`config.mk`:
```
export PLATFORM = sky130hd
export DESIGN_NAME = decryption_output_collector
export DESIGN_NICKNAME = d
export VERILOG_FILES = /design/src/rtl/decryption_pkg.sv /design/src/rtl/sync_fifo.sv /design/src/rtl/decryption_output_collector.sv
export SDC_FILE = /design/constraint.sdc
export NUM_CORES = 1
export LEC_CHECK = 0
export ABC_AREA = 1
export BUFFER_PORTS_ARGS = -buffer_cell sky130_fd_sc_hd__buf_2
export CAP_MARGIN = 20
export CORE_MARGIN = 2
export CORE_UTILIZATION = 57
export CTS_CLUSTER_DIAMETER = 200
export DETAILED_ROUTE_END_ITERATION = 7
export PLACE_DENSITY = 0.83
export SYNTH_ARGS = -nofsm -noshare
export SYNTH_HDL_FRONTEND = slang
export SYNTH_SLANG_ARGS = --single-unit
export TNS_END_PERCENT = 1
```
`constraint.sdc`:
```
create_clock -name clk -period 4.79 [get_ports clk]
set_input_delay 0.2395 -clock clk [delete_from_list [all_inputs] [get_ports clk]]
set_output_delay 0.2395 -clock clk [all_outputs]
set_load 0.02 [all_outputs]
```
`src/rtl/decryption_pkg.sv`:
```
// Shared definitions for the decryption engines and their output collector.
//   D_WIDTH          : character width
//   char_t           : one character
//   CAESAR/SCYTALE/ZIGZAG : engine indices on the collector's select input
//   state_t          : collector FSM states (IDLE waits for a message, ACTIVE streams it)
package decryption_pkg;

  localparam int D_WIDTH = 8;

  typedef logic [D_WIDTH-1:0] char_t;

  localparam logic [1:0] CAESAR  = 2'd0;
  localparam logic [1:0] SCYTALE = 2'd1;
  localparam logic [1:0] ZIGZAG  = 2'd2;

  typedef enum logic {
    IDLE   = 1'b0,
    ACTIVE = 1'b1
  } state_t;

endpackage

```
`src/rtl/sync_fifo.sv`:
```
// Single-clock show-ahead FIFO.
//   clk, rst_n : clock, asynchronous active-low reset (clears pointers and count)
//   push/wdata : write request; ignored when full unless a pop happens in the same cycle
//   pop        : read request; ignored when empty
//   rdata      : entry at the head (valid while empty = 0)
//   full/empty : occupancy flags
//   count      : occupancy, $clog2(DEPTH)+1 bits
module sync_fifo #(
  parameter int WIDTH = 9,
  parameter int DEPTH = 8
) (
  input  logic                     clk,
  input  logic                     rst_n,
  input  logic                     push,
  input  logic [WIDTH-1:0]         wdata,
  input  logic                     pop,
  output logic [WIDTH-1:0]         rdata,
  output logic                     full,
  output logic                     empty,
  output logic [$clog2(DEPTH):0]   count
);

  localparam int AW = $clog2(DEPTH);

  logic [WIDTH-1:0] mem [DEPTH];
  logic [AW-1:0]    wr_ptr;
  logic [AW-1:0]    rd_ptr;
  logic             do_push;
  logic             do_pop;

  assign full    = (count == (AW+1)'(DEPTH));
  assign empty   = (count == '0);
  assign do_pop  = pop && !empty;
  // A pop in the same cycle frees the slot, so a full FIFO can still accept.
  assign do_push = push && (!full || do_pop);
  assign rdata   = mem[rd_ptr];

  // Pointers wrap naturally because DEPTH is a power of two.
  always_ff @(posedge clk or negedge rst_n) begin
    if (!rst_n) begin
      wr_ptr <= '0;
      rd_ptr <= '0;
      count  <= '0;
    end else begin
      if (do_push) wr_ptr <= wr_ptr + AW'(1);
      if (do_pop)  rd_ptr <= rd_ptr + AW'(1);
      case ({do_push, do_pop})
        2'b10:   count <= count + (AW+1)'(1);
        2'b01:   count <= count - (AW+1)'(1);
        default: count <= count;
      endcase
    end
  end

  always_ff @(posedge clk) begin
    if (do_push) mem[wr_ptr] <= wdata;
  end

endmodule

```
`src/rtl/decryption_output_collector.sv`:
```
// Collects the character stream of one decryption engine, tags the final
// character of each message, and buffers the result for a ready/valid consumer.
//   clk, rst_n          : clock, asynchronous active-low reset
//   select              : engine index, sampled only while IDLE
//   data0..2_i/valid0..2_i : engine outputs (caesar, scytale, zigzag); never stalled
//   ready_i             : consumer accepts data_o this cycle
//   data_o/last_o       : FIFO head; hold their last value while the FIFO is empty
//   valid_o             : FIFO non-empty
//   busy_o              : message in progress or FIFO non-empty
//   overflow_o          : sticky, a character was dropped on a full FIFO
module decryption_output_collector
  import decryption_pkg::*;
#(
  parameter int D_WIDTH     = decryption_pkg::D_WIDTH,
  parameter int FIFO_DEPTH  = 8,
  parameter int NOF_ENGINES = 3
) (
  input  logic               clk,
  input  logic               rst_n,
  input  logic [1:0]         select,
  input  logic [D_WIDTH-1:0] data0_i,
  input  logic               valid0_i,
  input  logic [D_WIDTH-1:0] data1_i,
  input  logic               valid1_i,
  input  logic [D_WIDTH-1:0] data2_i,
  input  logic               valid2_i,
  input  logic               ready_i,
  output logic [D_WIDTH-1:0] data_o,
  output logic               last_o,
  output logic               valid_o,
  output logic               busy_o,
  output logic               overflow_o
);

  localparam int CW = $clog2(FIFO_DEPTH) + 1;

  state_t             state;
  state_t             next_state;
  logic [1:0]         sel_q;
  logic [1:0]         idx;
  logic [D_WIDTH-1:0] hold;
  logic [D_WIDTH-1:0] mux_data;
  logic               mux_valid;
  logic               sel_ok;
  logic               fifo_push;
  logic               push_last;
  logic               load_hold;
  logic               latch_sel;
  logic [D_WIDTH:0]   wdata;
  logic [D_WIDTH:0]   rdata;
  logic [D_WIDTH:0]   out_q;
  logic               full;
  logic               empty;
  logic [CW-1:0]      count;

  // While a message is streaming, only the latched engine is observed.
  assign idx    = (state == IDLE) ? select : sel_q;
  assign sel_ok = ({30'd0, select} < 32'(NOF_ENGINES));

  always_comb begin
    mux_data  = '0;
    mux_valid = 1'b0;
    case (idx)
      CAESAR:  begin mux_data = data0_i; mux_valid = valid0_i; end
      SCYTALE: begin mux_data = data1_i; mux_valid = valid1_i; end
      ZIGZAG:  begin mux_data = data2_i; mux_valid = valid2_i; end
      default: begin mux_data = '0;      mux_valid = 1'b0;     end
    endcase
  end

  // A character sits in the hold register for one cycle so that its last
  // flag is known (the engine's valid dropping) by the time it is pushed.
  always_comb begin
    next_state = state;
    fifo_push  = 1'b0;
    push_last  = 1'b0;
    load_hold  = 1'b0;
    latch_sel  = 1'b0;
    case (state)
      IDLE: begin
        if (sel_ok && mux_valid) begin
          latch_sel  = 1'b1;
          load_hold  = 1'b1;
          next_state = ACTIVE;
        end
      end
      ACTIVE: begin
        fifo_push = 1'b1;
        if (mux_valid) begin
          load_hold = 1'b1;
        end else begin
          push_last  = 1'b1;
          next_state = IDLE;
        end
      end
      default: next_state = IDLE;
    endcase
  end

  always_ff @(posedge clk or negedge rst_n) begin
    if (!rst_n) begin
      state      <= IDLE;
      sel_q      <= '0;
      overflow_o <= 1'b0;
      out_q      <= '0;
    end else begin
      state <= next_state;
      if (latch_sel) sel_q <= select;
      // A full FIFO only drops the entry when nothing is popped alongside.
      if (fifo_push && full && !ready_i) overflow_o <= 1'b1;
      if (ready_i && !empty) out_q <= rdata;
    end
  end

  always_ff @(posedge clk) begin
    if (load_hold) hold <= mux_data;
  end

  assign wdata = {push_last, hold};

  sync_fifo #(
    .WIDTH (D_WIDTH + 1),
    .DEPTH (FIFO_DEPTH)
  ) u_fifo (
    .clk   (clk),
    .rst_n (rst_n),
    .push  (fifo_push),
    .wdata (wdata),
    .pop   (ready_i),
    .rdata (rdata),
    .full  (full),
    .empty (empty),
    .count (count)
  );

  // When empty, present the most recently popped entry so data_o holds.
  assign data_o  = empty ? out_q[D_WIDTH-1:0] : rdata[D_WIDTH-1:0];
  assign last_o  = empty ? out_q[D_WIDTH]     : rdata[D_WIDTH];
  assign valid_o = !empty;
  assign busy_o  = (state == ACTIVE) || (count != '0);

endmodule

```
==> results.ini, run 1 <==
[floorplanning]
die_w_um=94.3
boundaryPins=44
core_area_um2=7810
start_util=0.596
row_count=32
dieHeight_um=94.3
die-area_um2=8900

[timing]
hold_viol_final=0
fin_setup_tns_ns=0
finalWorstSetupSlack_ns=1.89
report.final.slew_viol_count=0
min_period_ns=2.90
layout_worst_path_cycle_share=0.606
worstMarginPinSlew_ns=0.972
finalSetupViolations=0
max-slew-margin-rel=0.350
finClkSkew_ns=0.0109
fmax_ghz=0.345
rsz0062_at_grt=false

[pwr]
leakage_nw=2.16
powerDensity_nw_per_um2=668
ir_drop_mv=0.361

[route]
drt_iter0_drc=255
viasPerCell=5.21
vias=3209
ant_nets=0
remaining_drc_errors=0
dr.pass1.iters=4
routedWlPerCell_um=14.7
wirelength_um=9050

[final_layout]
fin_nets=547
fin_util=0.650
layoutNonFillerInstCount=616
areaGrowthSynthToFinish_pct=9.04
final_area_um2=5070
num-fill-cells=647
diodes=0
layout-drive-gt1-share=0.156

[worst_hold_path]
hold_depth=3
hold_path.class=in2reg

[synthesis]
yosysUniqueCellTypes=26
synth-seq-cells=103
synth_top_cell_by_area=edfxtp_1
synthTopCellsByArea=edfxtp_1 (52%), nand2_1 (13%), dfrtp_1 (12%)
netlist_instances=468
seq_area_frac_synth=0.640
synthesis.area_um2=4650
yosysWarnings=0
synth_top_area_share=0.517
avgSynthCellArea_um2=9.94
syn_nets=505

[placed_design]
placed_area_um2=4870
place_ws_ns=1.94
dp_hpwl_um=5990
gp_congestion=0.780
dp.cells=600
port_buffers=43

[setup_path]
endpoint_kind=flip-flop
critPathLaunchType=flip-flop
rr_worst_depth=12
worst_ep_required_time_ns=5.07
cp_max_fo=14
worstSetupPathType=reg2reg
cp.arrival_ns=3.18

[global_routing]
antenna_found_initial=0
grt_pass1_vias=3207
grt-ovfl-total=0
track_usage=0.226
top_usage_layer=met2
use_met1=0.297
use_met2=0.382
grt_pass1_wl_um=15100
met3_usage=0.0273
grt_max_degree=39

[cts]
insertion_delay_ns=0.35
numCtsBuffers=9
clockBufferDepth=2
root_buffer=clkbuf_8
cts.sinks=103
cts_tree=built
htree_num_levels=3
cts_resized=0
clk_pin_slew_ns=0.09

[run_status]
status=finished clean

[run]
cap_violations=0

## per-layer routing
metal  vias to the layer above  wire (µm)
li1                       1612          -
met1                      1470       3790
met2                       105       4580
met3                        22        506
met4                         0        180
met5                         -          0
## cell usage after synthesis
cell type	number
nand3_1	15
nand2_1	164
nor2_2	5
nand2_2	7
o21ai_0	9
inv_2	1
or2_4	1
clkinv_1	2
nand3_2	3
nand3_4	1
nand4_1	2
o21bai_1	1
buf_2	5
xnor2_1	1
o21ai_1	30
xor2_1	3
nor2_1	80
a21oi_1	1
edfxtp_1	80
nor2_4	1
dfrtp_1	23
inv_4	2
buf_6	9
ha_1	5
inv_1	16
nand2_4	1
## path summary, 6_finish.rpt
kind / start / end / slack [ns]
max: u_fifo.count[1] / u_fifo.count[2] / 1.89
min: select[0] / sel_q[0] / 0.15
max reg2reg: u_fifo.count[1] / u_fifo.count[2] / 1.89
min reg2reg: overflow_o / overflow_o / 0.48
max in group asynchronous: rst_n / u_fifo.count[0] / 4.05
min in group asynchronous: rst_n / out_q[8] / 0.39
## cell type report
type	count	area (µm²)	area share
Clock buffer	10	128	0.0252
Clock inverter	5	58.8	0.0116
Inverter	21	83.8	0.0165
Multi-Input combinational cell	330	1460	0.288
Sequential cell	103	2980	0.587
Tap cell	102	128	0.0252
Timing Repair Buffer	45	233	0.0459
## logic make-up (layout without fill, tap and decap cells)
logic type	Yosys count	in the layout	synth area share
AND/OR/NAND/NOR	280	280	0.249
flip-flops	103	103	0.640
AO/OA/AOI/OAI	41	41	0.0447
buffers and inverters	35	81	0.0452
adder cells (fa/ha/maj)	5	5	0.0135
XOR/XNOR	4	4	0.00753
## repair_timing
| item | 4_1_cts | 5_1_grt |
|---|---|---|
| hold endpoints to repair | 23 | 0 |
| setup endpoints to repair | 0 | 0 |
| hold buffers | 1 | 0 |
| buffers inserted | 0 | 0 |
## power by group
group / total (W) / switching [W] / internal (W)
combinational: 0.00137 / 0.000946 / 0.000426
sequential: 0.00150 / 0.000204 / 0.00129
clock: 0.000520 / 0.000280 / 0.000240
total: 0.00339 / 0.00143 / 0.00196
## critical path, stage by stage, from the launching register on
cell and delay [ns]:
dfrtp_1 0.44, nor2_2 0.15, nand3_1 0.32, nand2_1 0.42, inv_1 0.29, ha_1 0.33
nand2_1 0.11, inv_1 0.04, nor2_1 0.18, ha_1 0.19, a21oi_1 0.05, xor2_1 0.16
o21ai_0 0.15
## registers in the layout (all words and copies together), names as in the netlist
name           count
overflow_o         1
u_fifo.rd_ptr      3
u_fifo.wr_ptr      3
state              1
out_q              9
sel_q              2
u_fifo.mem        72
hold               8
u_fifo.count       4
## layout by cell type, fill, tap and decap left out, drive strengths merged, types with 3 or more instances in the layout
cell type  instances
clkbuf            10
nand3             19
nand2            172
o21ai             39
inv               20
xor2               3
nor2              86
edfxtp            80
ha                 5
clkinvlp           3
dfrtp             23
buf               44
## metrics by stage
step | hold slack [ns] | total power, W
floorplan | -0.0561 | 0.00253
global placement | 0.240 | 0.00281
CTS | 0.145 | 0.00340
finish | 0.151 | 0.00339
detailed placement | 0.238 | 0.00288
global route | 0.155 | 0.00365
(Power assumes the default switching activity.)
==> inputs of run 2 (changes only) <==
==> constraint.sdc (replaced) <==
create_clock -name clk -period 3 [get_ports clk]
set_input_delay 0.15 -clock clk [delete_from_list [all_inputs] [get_ports clk]]
set_output_delay 0.15 -clock clk [all_outputs]
set_load 0.02 [all_outputs]
==> results.ini, run 2 (synthesis gave the netlist of run 1 again) <==
[run_status]
status=finished clean

[final_layout]
reg_top3=u_fifo.mem x72, out_q x9, hold x8
largest_reg_flops=72
diodes=0
regMostFlops=u_fifo.mem
layout_common_cells=nand2_1 (164), nor2_1 (80), edfxtp_1 (80)
fin_nets=557
layout_commonest_cell=nand2_1
layout-drive-gt1-share=0.173
areaGrowthSynthToFinish_pct=10.9

[placed_design]
port_buffers=43
dp_hpwl_um=6250
place_ws_ns=0.335
gp_congestion=0.929

[floorplanning]
row_count=32
start_util=0.596
die-area_um2=8900
core_area_um2=7810
boundaryPins=44
die_w_um=94.3
dieHeight_um=94.3

[setup_path]
endpoint_kind=flip-flop
cp.arrival_ns=3.00
rr_worst_depth=13
worst_ep_required_time_ns=3.28
worstSetupPathType=reg2reg
cp_max_fo=12
critPathLaunchType=flip-flop

[global_routing]
antenna_found_initial=0
grt_pass1_wl_um=15300
grt_pass1_vias=3238
grt-ovfl-total=0
grt_max_degree=38
track_usage=0.229

[route]
wirelength_um=9280
viasPerCell=5.37
ant_nets=0
remaining_drc_errors=0
routedWlPerCell_um=14.8
dr.pass1.iters=5
drt_iter0_drc=300
vias=3364

[cts]
insertion_delay_ns=0.36
htree_num_levels=3
root_buffer=clkbuf_8
clockBufferDepth=2
cts.sinks=103
numCtsBuffers=9
cts_tree=built
clk_pin_slew_ns=0.09

[run]
cap_violations=0

[timing]
layout_worst_path_cycle_share=0.905
fmax_ghz=0.368
finClkSkew_ns=0.0146
finalSetupViolations=0
worstMarginPinSlew_ns=0.646
report.final.slew_viol_count=0
fin_setup_tns_ns=0
min_period_ns=2.72
finalWorstSetupSlack_ns=0.284
hold_viol_final=0
max-slew-margin-rel=0.569
rsz0062_at_grt=false

[pwr]
powerDensity_nw_per_um2=1060
fin_total_pwr_w=0.00546
leakage_nw=2.22
ir_drop_mv=0.479

[worst_hold_path]
hold_depth=3
hold_path.class=in2reg

-- run 2: cell types whose count changed in the layout (fill, tap and decap cells not counted) --
cell / change
buf_4: +10
bufinv_16: -1
clkbuf_1: +1
clkbuf_16: +1
clkbuf_8: +1
clkinv_2: +1
clkinvlp_2: -1
clkinvlp_4: -1
inv_1: -1
inv_6: +1
-- run 2: area by class of cell --
type / instances / area, µm²
Sequential cell: 103 / 2980
Fill cell: 583 / 2650
Multi-Input combinational cell: 330 / 1460
Timing Repair Buffer: 55 / 308
Clock buffer: 13 / 170
Tap cell: 102 / 128
Inverter: 21 / 87.6
Clock inverter: 3 / 22.5
-- run 2: layer usage --
metal	vias to the layer above	track usage	wire length (µm)
met5	-	0	0
li1	1635	-	-
met3	23	0.0353	541
met1	1579	0.298	3890
met2	127	0.393	4630
met4	0	0.0870	211
-- run 2: stage by stage --
stage	hold slack, ns	util	instances	cell area (µm²)
global placement	0.147	0.630	606	4920
floorplan	-0.146	-	468	4650
finish	0.0573	0.660	627	5160
global route	0.0743	0.660	627	5160
CTS	0.0491	0.656	623	5120
detailed placement	0.150	0.630	606	4920
-- run 2: final timing paths --
kind	slack, ns	end	from
hold / removal	0.06	sel_q[1]	select[1]
setup reg to reg	0.28	u_fifo.count[2]	u_fifo.count[1]
min in group asynchronous	0.28	out_q[1]	rst_n
setup / recovery	0.28	u_fifo.count[2]	u_fifo.count[1]
max in group asynchronous	2.36	u_fifo.count[3]	rst_n
hold reg to reg	0.48	overflow_o	overflow_o
-- run 2: where the power goes --
group          internal [W]  total [W]  switching [W]
clock              0.000381   0.000830       0.000449
sequential          0.00206    0.00238       0.000318
combinational      0.000723    0.00225        0.00153
-- run 2: worst max-delay path: stages, from the launching register on --
cell        delay [ns]
dfrtp_1           0.44
nor2_2            0.16
nand3_1           0.08
buf_4             0.18
nand2_1           0.33
clkinvlp_4        0.26
ha_1              0.29
nand2_1           0.10
inv_1             0.04
nor2_1            0.19
ha_1              0.20
a21oi_1           0.06
xor2_1            0.16
o21ai_0           0.14
-- run 2: what timing repair did --
action,CTS,global route
hold buffers,1,0
gates resized for setup,0,1
hold endpoints to repair,23,0
buffers inserted,0,4
endpoints found under the setup margin,0,1
==> inputs of run 3 (changes only) <==
--- a/config.mk
+++ b/config.mk
@@ -8,7 +8,7 @@
 export ABC_AREA = 1
 export BUFFER_PORTS_ARGS = -buffer_cell sky130_fd_sc_hd__buf_2
 export CAP_MARGIN = 20
-export CORE_MARGIN = 2
+export CORE_MARGIN = 3
 export CORE_UTILIZATION = 57
 export CTS_CLUSTER_DIAMETER = 200
 export DETAILED_ROUTE_END_ITERATION = 7
==> results.ini, run 3 (synthesis gave the netlist of run 1 again) <==
[cts]
htree_num_levels=3
clk_pin_slew_ns=0.09
cts-hold-fix-buffers=1
numCtsBuffers=9
clockBufferDepth=2
root_buffer=clkbuf_8
cts_resized=0
insertion_delay_ns=0.35
cts_tree=built
post-cts-setup-buffers=0
cts.sinks=103

[timing]
worstMarginPinSlew_ns=0.633
report.final.slew_viol_count=0
min_period_ns=2.68
finalSetupViolations=0
max-slew-margin-rel=0.578
fin_setup_tns_ns=0
finalWorstSetupSlack_ns=0.316
hold_viol_final=0
hold_slack_ns=0.0679
fmax_ghz=0.373
layout_worst_path_cycle_share=0.895
rsz0062_at_grt=false
finClkSkew_ns=0.0132

[global_routing]
grt_pass1_vias=3052
track_usage=0.213
grt-ovfl-total=0
grt_pass1_wl_um=14500
antenna_found_initial=0
grt_max_degree=38

[setup_path]
rr_worst_depth=13
worstSetupPathType=reg2reg
crit_chain=nor2_2 > nand3_1 > buf_4 > nand2_1 > inv_1 > ha_1 > nand2_1 > inv_1 > nor2_1 > ha_1 > a21oi_1 > xor2_1 > o21ai_0
endpoint_kind=flip-flop
cp_max_fo=14
crit_slowest_cell=dfrtp_1
rr_endpoint=u_fifo.count[2]
crit_family=simple AND/OR/NAND/NOR gates
rrSetupSlack_ns=0.32
r2r_start=u_fifo.count[1]
critPathBufInv=3
critPathLaunchType=flip-flop
cp.arrival_ns=2.96
max_stage_delay_ns=0.44
worst_ep_required_time_ns=3.28

[pwr]
ir_drop_mv=0.442
p_int_w=0.00313
p_clk_frac=0.145
swShare=0.420
powerDensity_nw_per_um2=1050
combPwrFrac=0.410
p_switching_w=0.00226
power_frac_seq=0.445
leakage_nw=2.21

[worst_hold_path]
hold_start=select[0]
hold_depth=3
holdPathEnd=sel_q[0]
hold_path.class=in2reg

[floorplanning]
core_area_um2=7810
boundaryPins=44
row_count=32
die-area_um2=9280
die_w_um=96.3
dieHeight_um=96.3
start_util=0.596

[final_layout]
areaGrowthSynthToFinish_pct=10.0
layout_commonest_cell=nand2_1
reg_top3=u_fifo.mem x72, out_q x9, hold x8
fin_nets=554
regMostFlops=u_fifo.mem
largest_reg_flops=72
layout_common_cells=nand2_1 (164), nor2_1 (80), edfxtp_1 (80)
diodes=0
layout-drive-gt1-share=0.165
final_area_um2=5120

[route]
ant_nets=0
drt_iter0_drc=234
remaining_drc_errors=0
viasPerCell=5.31
routedWlPerCell_um=14.7
vias=3312
dr.pass1.iters=5
wirelength_um=9170

[placed_design]
place_ws_ns=0.311
placed_area_um2=4930
gp_congestion=0.819
port_buffers=43
dp_hpwl_um=6260

[run]
cap_violations=0

[run_status]
status=finished clean

-- run 3: cell types whose count changed in the layout (fill, tap and decap cells not counted) --
cell / previous run / this run
buf_4: 11 / 8
clkinvlp_4: 1 / 0
clkinv_2: 1 / 2
inv_6: 2 / 0
clkbuf_8: 10 / 9
clkinv_4: 0 / 1
inv_1: 15 / 16
clkbuf_1: 2 / 3
-- run 3: metal layers --
metal,wire [µm],vias to the layer above,track usage
met1,3750,1538,0.273
met2,4580,127,0.350
li1,-,1629,-
met4,246,0,0.0946
met3,586,18,0.0446
met5,0,-,0
-- run 3: power by group through the flow --
stage	Combinational, W	Sequential [W]	Clock [W]
after floorplan	0.00177	0.00227	0
after global placement	0.00212	0.00239	0
after detailed placement	0.00221	0.00242	0
after CTS	0.00222	0.00239	0.000794
after global routing	0.00250	0.00245	0.000859
final	0.00221	0.00240	0.000781
-- run 3: metrics by stage --
stage | utilization | total power [W] | cells
floorplan | - | 0.00404 | 468
global route | 0.655 | 0.00581 | 624
detailed placement | 0.631 | 0.00463 | 607
finish | 0.655 | 0.00539 | 624
global placement | 0.631 | 0.00451 | 607
CTS | 0.655 | 0.00541 | 624
-- run 3: tightest hold or removal path, cell delays in order --
cell     delay, ns
buf_2         0.10
nand3_1       0.07
nand2_1       0.06
-- run 3: final cells by class --
| cell class | count | area [µm²] |
|---|---|---|
| Inverter | 21 | 83.8 |
| Clock buffer | 13 | 160 |
| Tap cell | 102 | 128 |
| Fill cell | 602 | 2690 |
| Sequential cell | 103 | 2980 |
| Clock inverter | 3 | 18.8 |
| Multi-Input combinational cell | 330 | 1460 |
| Timing Repair Buffer | 52 | 285 |
-- run 3: worst max path at each step --
stage,startpoint,endpoint,slack [ns],cells after the start
finish,u_fifo.count[1],u_fifo.count[2],0.32,13
global route,u_fifo.count[0],u_fifo.count[2],0.09,13
CTS,u_fifo.count[1],u_fifo.count[2],0.33,13
detailed placement,u_fifo.count[1],u_fifo.count[2],0.31,13
global placement,u_fifo.count[1],u_fifo.count[2],0.52,13
floorplan,u_fifo.count[1],u_fifo.count[2],1.03,13
